## config.mk

```make
export PLATFORM = sky130hd
export DESIGN_NAME = read_addr_arbiter
export DESIGN_NICKNAME = d
export VERILOG_FILES = /design/src/rtl/read_addr_arbiter.sv
export SDC_FILE = /design/constraint.sdc
export NUM_CORES = 1
export LEC_CHECK = 0
export CORE_MARGIN = 2
export CORE_UTILIZATION = 23
export DETAILED_ROUTE_END_ITERATION = 7
export GPL_ROUTABILITY_DRIVEN = 0
export PLACE_DENSITY = 0.82
export RECOVER_POWER = 50
export SLEW_MARGIN = 20
export SYNTH_ARGS = -nofsm -noshare
export SYNTH_HDL_FRONTEND = slang
export SYNTH_SLANG_ARGS = --single-unit
```

## constraint.sdc

```tcl
create_clock -name ACLK -period 2.2 [get_ports ACLK]
set_input_delay 0.22 -clock ACLK [delete_from_list [all_inputs] [get_ports ACLK]]
set_output_delay 0.22 -clock ACLK [all_outputs]
set_load 0.01 [all_outputs]
```

## src/rtl/read_addr_arbiter.sv

```systemverilog
// read_addr_arbiter: AR-side arbiter for the 3-master / 8-slave AXI interconnect.
// Grants one master AR request, decodes its address top nibble to a slave,
// drives the AR_arbiter route code and the AR valid/ready handshake, and holds
// the route until the last read beat of the burst is accepted by the master.
// Optional build macro AR_ROUND_ROBIN_EN: round-robin arbitration instead of
// fixed priority M0 > M1 > M2.
module read_addr_arbiter #(
  parameter logic [7:0] SLAVE_EN = 8'hFF,
  parameter int         ADDR_W   = 32
) (
  input  logic              ACLK,
  input  logic              ARESETn,
  input  logic              ARVALID_M0,
  input  logic              ARVALID_M1,
  input  logic              ARVALID_M2,
  input  logic [ADDR_W-1:0] ARADDR_M0,
  input  logic [ADDR_W-1:0] ARADDR_M1,
  input  logic [ADDR_W-1:0] ARADDR_M2,
  output logic              ARREADY_M0,
  output logic              ARREADY_M1,
  output logic              ARREADY_M2,
  output logic [7:0]        ARVALID_S,
  input  logic [7:0]        ARREADY_S,
  input  logic [7:0]        RVALID_S,
  input  logic [7:0]        RLAST_S,
  input  logic [2:0]        RREADY_M,
  output logic [5:0]        AR_arbiter,
  output logic              busy
);

  typedef enum logic [1:0] {IDLE, ADDR, DATA} state_t;

  localparam logic [5:0] CODE_NONE = 6'h3F;
  localparam logic [3:0] SLV_MISS  = 4'hF;

  state_t      state, state_nxt;
  logic [5:0]  code_q, code_nxt;
  logic [2:0]  req;
  logic [1:0]  winner;
  logic [3:0]  nib;
  logic [3:0]  slave_dec;
  logic [1:0]  gnt;
  logic [2:0]  gnt_onehot;
  logic [2:0]  route_idx;
  logic        gnt_valid;
  logic        gnt_rready;
  logic        slv_ready;
  logic [2:0]  arready_m;
  logic        addr_unused;

  assign req = {ARVALID_M2, ARVALID_M1, ARVALID_M0};

  // Only the top nibble takes part in decode; the rest of the address is payload.
  assign addr_unused = ^{ARADDR_M0[ADDR_W-5:0], ARADDR_M1[ADDR_W-5:0], ARADDR_M2[ADDR_W-5:0]};

`ifdef AR_ROUND_ROBIN_EN
  logic [1:0] rr_ptr;

  // Round-robin winner: scan offsets from the pointer, nearest requester wins.
  always_comb begin
    logic [2:0] sum;
    logic [1:0] cand;
    winner = 2'd0;
    sum    = 3'd0;
    cand   = 2'd0;
    // Scan from the farthest offset down so the nearest requester is written last.
    for (int i = 2; i >= 0; i--) begin
      sum  = {1'b0, rr_ptr} + 3'(i);
      cand = (sum >= 3'd3) ? 2'(sum - 3'd3) : sum[1:0];
      if (req[cand]) winner = cand;
    end
  end

  // Pointer moves past the winner on every grant.
  always_ff @(posedge ACLK or negedge ARESETn) begin
    if (!ARESETn)
      rr_ptr <= 2'd0;
    else if (state == IDLE && |req)
      rr_ptr <= (winner == 2'd2) ? 2'd0 : winner + 2'd1;
  end
`else
  // Fixed priority winner: M0 > M1 > M2.
  always_comb begin
    if (req[0])      winner = 2'd0;
    else if (req[1]) winner = 2'd1;
    else             winner = 2'd2;
  end
`endif

  // Decode the winner's address top nibble; absent or out-of-range slaves miss.
  always_comb begin
    case (winner)
      2'd0:    nib = ARADDR_M0[ADDR_W-1 -: 4];
      2'd1:    nib = ARADDR_M1[ADDR_W-1 -: 4];
      default: nib = ARADDR_M2[ADDR_W-1 -: 4];
    endcase
    slave_dec = (!nib[3] && SLAVE_EN[nib[2:0]]) ? nib : SLV_MISS;
  end

  // Decode the registered route: granted master one-hot and routed slave index.
  always_comb begin
    gnt = code_q[5:4];
    case (gnt)
      2'd0:    gnt_onehot = 3'b001;
      2'd1:    gnt_onehot = 3'b010;
      2'd2:    gnt_onehot = 3'b100;
      default: gnt_onehot = 3'b000;
    endcase
    // A miss is served by S0, the default slave that answers DECERR.
    route_idx  = (code_q[3:0] == SLV_MISS) ? 3'd0 : code_q[2:0];
    gnt_valid  = |(req & gnt_onehot);
    gnt_rready = |(RREADY_M & gnt_onehot);
    slv_ready  = ARREADY_S[route_idx];
  end

  // Next-state, next route code and AR handshake outputs.
  always_comb begin
    // NOTE: every output of this block gets a default first, so no path leaves one unassigned and no latch is inferred.
    state_nxt = state;
    code_nxt  = code_q;
    ARVALID_S = 8'h00;
    arready_m = 3'b000;
    case (state)
      IDLE: begin
        if (|req) begin
          state_nxt = ADDR;
          code_nxt  = {winner, slave_dec};
        end
      end
      ADDR: begin
        ARVALID_S[route_idx] = gnt_valid;
        arready_m            = gnt_onehot & {3{slv_ready}};
        // A master dropping ARVALID here simply leaves us waiting in ADDR.
        if (gnt_valid && slv_ready) state_nxt = DATA;
      end
      DATA: begin
        if (RVALID_S[route_idx] && RLAST_S[route_idx] && gnt_rready) begin
          state_nxt = IDLE;
          code_nxt  = CODE_NONE;
        end
      end
      default: begin
        state_nxt = IDLE;
        code_nxt  = CODE_NONE;
      end
    endcase
  end

  // State and route code registers; reset abandons any transaction in flight.
  always_ff @(posedge ACLK or negedge ARESETn) begin
    // NOTE: sequential state uses non-blocking assignment so every register samples pre-edge values.
    if (!ARESETn) begin
      state  <= IDLE;
      code_q <= CODE_NONE;
    end else begin
      state  <= state_nxt;
      code_q <= code_nxt;
    end
  end

  assign {ARREADY_M2, ARREADY_M1, ARREADY_M0} = arready_m;
  assign AR_arbiter = code_q;
  assign busy       = (state != IDLE);

endmodule

```

==> flow_summary.json <==
{
  "clkLatencyLatePin_ns": 0.23,
  "required_ns": 1.98,
  "die_w_um": 67.54,
  "overflow": 0,
  "numCtsBuffers": 3,
  "start_util_pct": 23.55,
  "synth_xor_area_share_pct": 0,
  "synth_top_family_by_area": "simple AND/OR/NAND/NOR gates",
  "cts_hold_buf": 0,
  "start_kind": "flip-flop",
  "synthAdderAreaFrac_pct": 0,
  "grt_max_degree": 12,
  "cap_violations": 0,
  "r2r_slack_ns": 0.15,
  "slowest_stage": "dfstp_2",
  "power_switching_w": 0.0007272,
  "place_ws_ns": -0.2624,
  "synth_seq_cells": 8,
  "fp.dieArea_mm2": 0.004561,
  "ir_drop_v": 0.0004971,
  "ys_warn_count": 0,
  "drive_above_1_share_pct": 29.44,
  "finalWirelength_mm": 3.051,
  "clockRootBuffer": "clkbuf_8",
  "p_per_area_mw_per_mm2": 1019,
  "rr_startpoint": "AR_arbiter[3]",
  "synth_edf_count": 0,
  "rsz0062_at_grt": "false",
  "ys_seq_area_share_pct": 22.37,
  "slowest_delay_ns": 0.54,
  "grt.met2_usage_pct": 23.90,
  "crit_chain": "and2b_2, mux4_2, nand2_2, a21boi_2, and3b_1, buf_2",
  "grt_pass1_wl_mm": 4.885,
  "layout.nets": 327,
  "wire_per_inst_um": 12.35,
  "min_path_type": "primary input to async pin",
  "endpoint_kind": "output pin",
  "clock.fmax_mhz": 468.9,
  "antenna_found_initial": 0,
  "fin_area_mm2": 0.001773,
  "hold_viol_final": 0,
  "ys_async_sr_fraction_pct": 100.0,
  "r2r_end": "AR_arbiter[3]",
  "numPlacedInstances": 242,
  "postSynthCellCount": 115,
  "busiest_layer": "met2",
  "htreeDepth": 1,
  "ys_types": 44,
  "synth_ff_type": "dfstp_2",
  "postSynthNetCount": 243,
  "yosys.area_share.simple_pct": 28.17,
  "intPower_w": 0.001080,
  "vias": 1163,
  "comb_power_share_pct": 72.7,
  "layout_commonest_cell": "clkdlybuf4s50_1",
  "syn-cell-area_um2": 928.4,
  "ant_nets": 0,
  "grtUsageMet1_pct": 17.09,
  "die_h_um": 67.54,
  "leakagePower_nw": 0.7792,
  "clock_path_buffers": 2,
  "synth_compound_area_share_pct": 24.93,
  "coreArea_mm2": 0.003943,
  "first_global_vias": 1112,
  "layout_common_cells": "clkdlybuf4s50_1, buf_4, nor2_1",
  "finalMaxSlewViolations": 0,
  "via_per_inst": 4.709,
  "fin_cells": 247,
  "syn_avg_cell_area_um2": 8.073,
  "pwr-share-clk_pct": 9.7,
  "status": "finished clean",
  "syn_to_final_growth_pct": 90.97,
  "synth_mux_area_share_pct": 13.88,
  "hpwlAfterDp_mm": 2.534,
  "cp.arrival_ns": 1.91,
  "route.detailed.drc": 0,
  "skew_ns": 0.002287,
  "cp_max_fo": 3,
  "ios": 146,
  "grt_use_total_pct": 14.11,
  "rows": 23,
  "drt_pass1_iterations": 4,
  "port-buffer-count": 61,
  "diodes": 0,
  "gr-usage-met3_pct": 4.000,
  "holdWs_ns": 0.3451,
  "setup_ws_ns": 0.06714,
  "setup_viol_count_final": 0,
  "drtIter0Drc": 8,
  "slew_headroom_pct": 68.36,
  "r2r_cells": 8,
  "place_area_mm2": 0.001722,
  "min_period_over_period_pct": 96.95,
  "path_class": "flip-flop to output pin",
  "p_seq_share_pct": 17.6,
  "post-route-min-period_ns": 2.133,
  "cts.sinks": 8,
  "worst_slew_pin_slew_ns": 0.4709,
  "cts_tree": "done",
  "switching_share_pct": 40.24,
  "clkTransAtPathRegs_ns": 0.04
}
==> metrics by stage <==
| step | utilization [%] | TNS (ns) | power (W) |
|---|---|---|---|
| final | 44.97 | 0 | 0.001807 |
| after global routing | 44.97 | 0 | 0.001965 |
| after CTS | 45.00 | -0.03586 | 0.001829 |
| after detailed placement | 43.67 | -1.512 | 0.001618 |
| after global placement | 43.67 | -1.171 | 0.001600 |
| after floorplan | - | 0 | 0.001052 |
==> cells in the mapped netlist, types with 2 or more instances <==
library cell,instances,area (µm²)
a21boi_0,2,15.01
a21oi_1,8,40.04
and2_1,3,18.77
and3_2,2,15.01
buf_4,3,22.52
buf_6,4,45.04
dfrtp_1,2,50.05
dfstp_2,6,157.7
inv_1,7,26.28
mux2_2,5,56.30
mux2i_1,5,50.05
nand2_1,9,33.78
nand2b_1,3,18.77
nand3_1,3,15.01
nand4_1,2,12.51
nor2_1,10,37.54
nor3_1,8,40.04
o21ai_0,7,35.03
==> critical path: cells and delay by family (launching register included) <==
| family | cells | cell delay, ns |
|---|---|---|
| AOI/OAI and AO/OA | 1 | 0.06 |
| buffers and inverters | 1 | 0.14 |
| DFF | 1 | 0.54 |
| muxes | 1 | 0.47 |
| and+or+nand+nor | 3 | 0.47 |
==> cell families (layout without fill, tap and decap cells) <==
group	Yosys count	in the layout
compound gates	32	32
mux	11	11
buf+inv	15	97
flops	8	8
simple gates	49	49
==> registers in the layout (all words and copies together), names as in the netlist <==
register	count
AR_arbiter	6
state	2
==> routing by layer <==
metal / part of all wire [%] / vias to the layer above
met3: 9.2 / 4
met2: 45 / 47
li1: - / 587
met1: 45 / 525
met4: 0.95 / 0
met5: 0 / -
==> what timing repair did <==
| item | CTS | global route |
|---|---|---|
| endpoints found under the hold margin | 0 | 0 |
| buffers inserted | 2 | 0 |
| pin swaps | 1 | 2 |
| resized for setup | 27 | 3 |
| endpoints found under the setup margin | 11 | 2 |
==> layout make-up <==
cell class              instances  area, µm²
clock buffers                   3      41.29
repair buffers                 87      793.3
fillers                       384       2170
multi-input cells              92      641.9
inverters                       7      26.28
well taps                      50      62.56
flip-flops and latches          8      207.7
==> power groups by stage <==
stage	clock, W	sequential, W	combinational (W)
after floorplan	0	0.000316	0.000736
after global placement	0	0.000320	0.00128
after detailed placement	0	0.000321	0.00130
after CTS	0.000178	0.000318	0.00133
after global routing	0.000184	0.000335	0.00145
final	0.000175	0.000319	0.00131
==> worst max path at each step <==
stage,start,endpoint,cells past startpoint
after floorplan,AR_arbiter[3],ARREADY_M1,6
after global placement,ARREADY_S[3],ARREADY_M0,7
after detailed placement,ARREADY_S[3],ARREADY_M0,7
after CTS,AR_arbiter[3],ARREADY_M0,8
after global routing,AR_arbiter[3],ARREADY_M1,6
final,AR_arbiter[3],ARREADY_M1,6
Power figures use the tool's default switching activity.
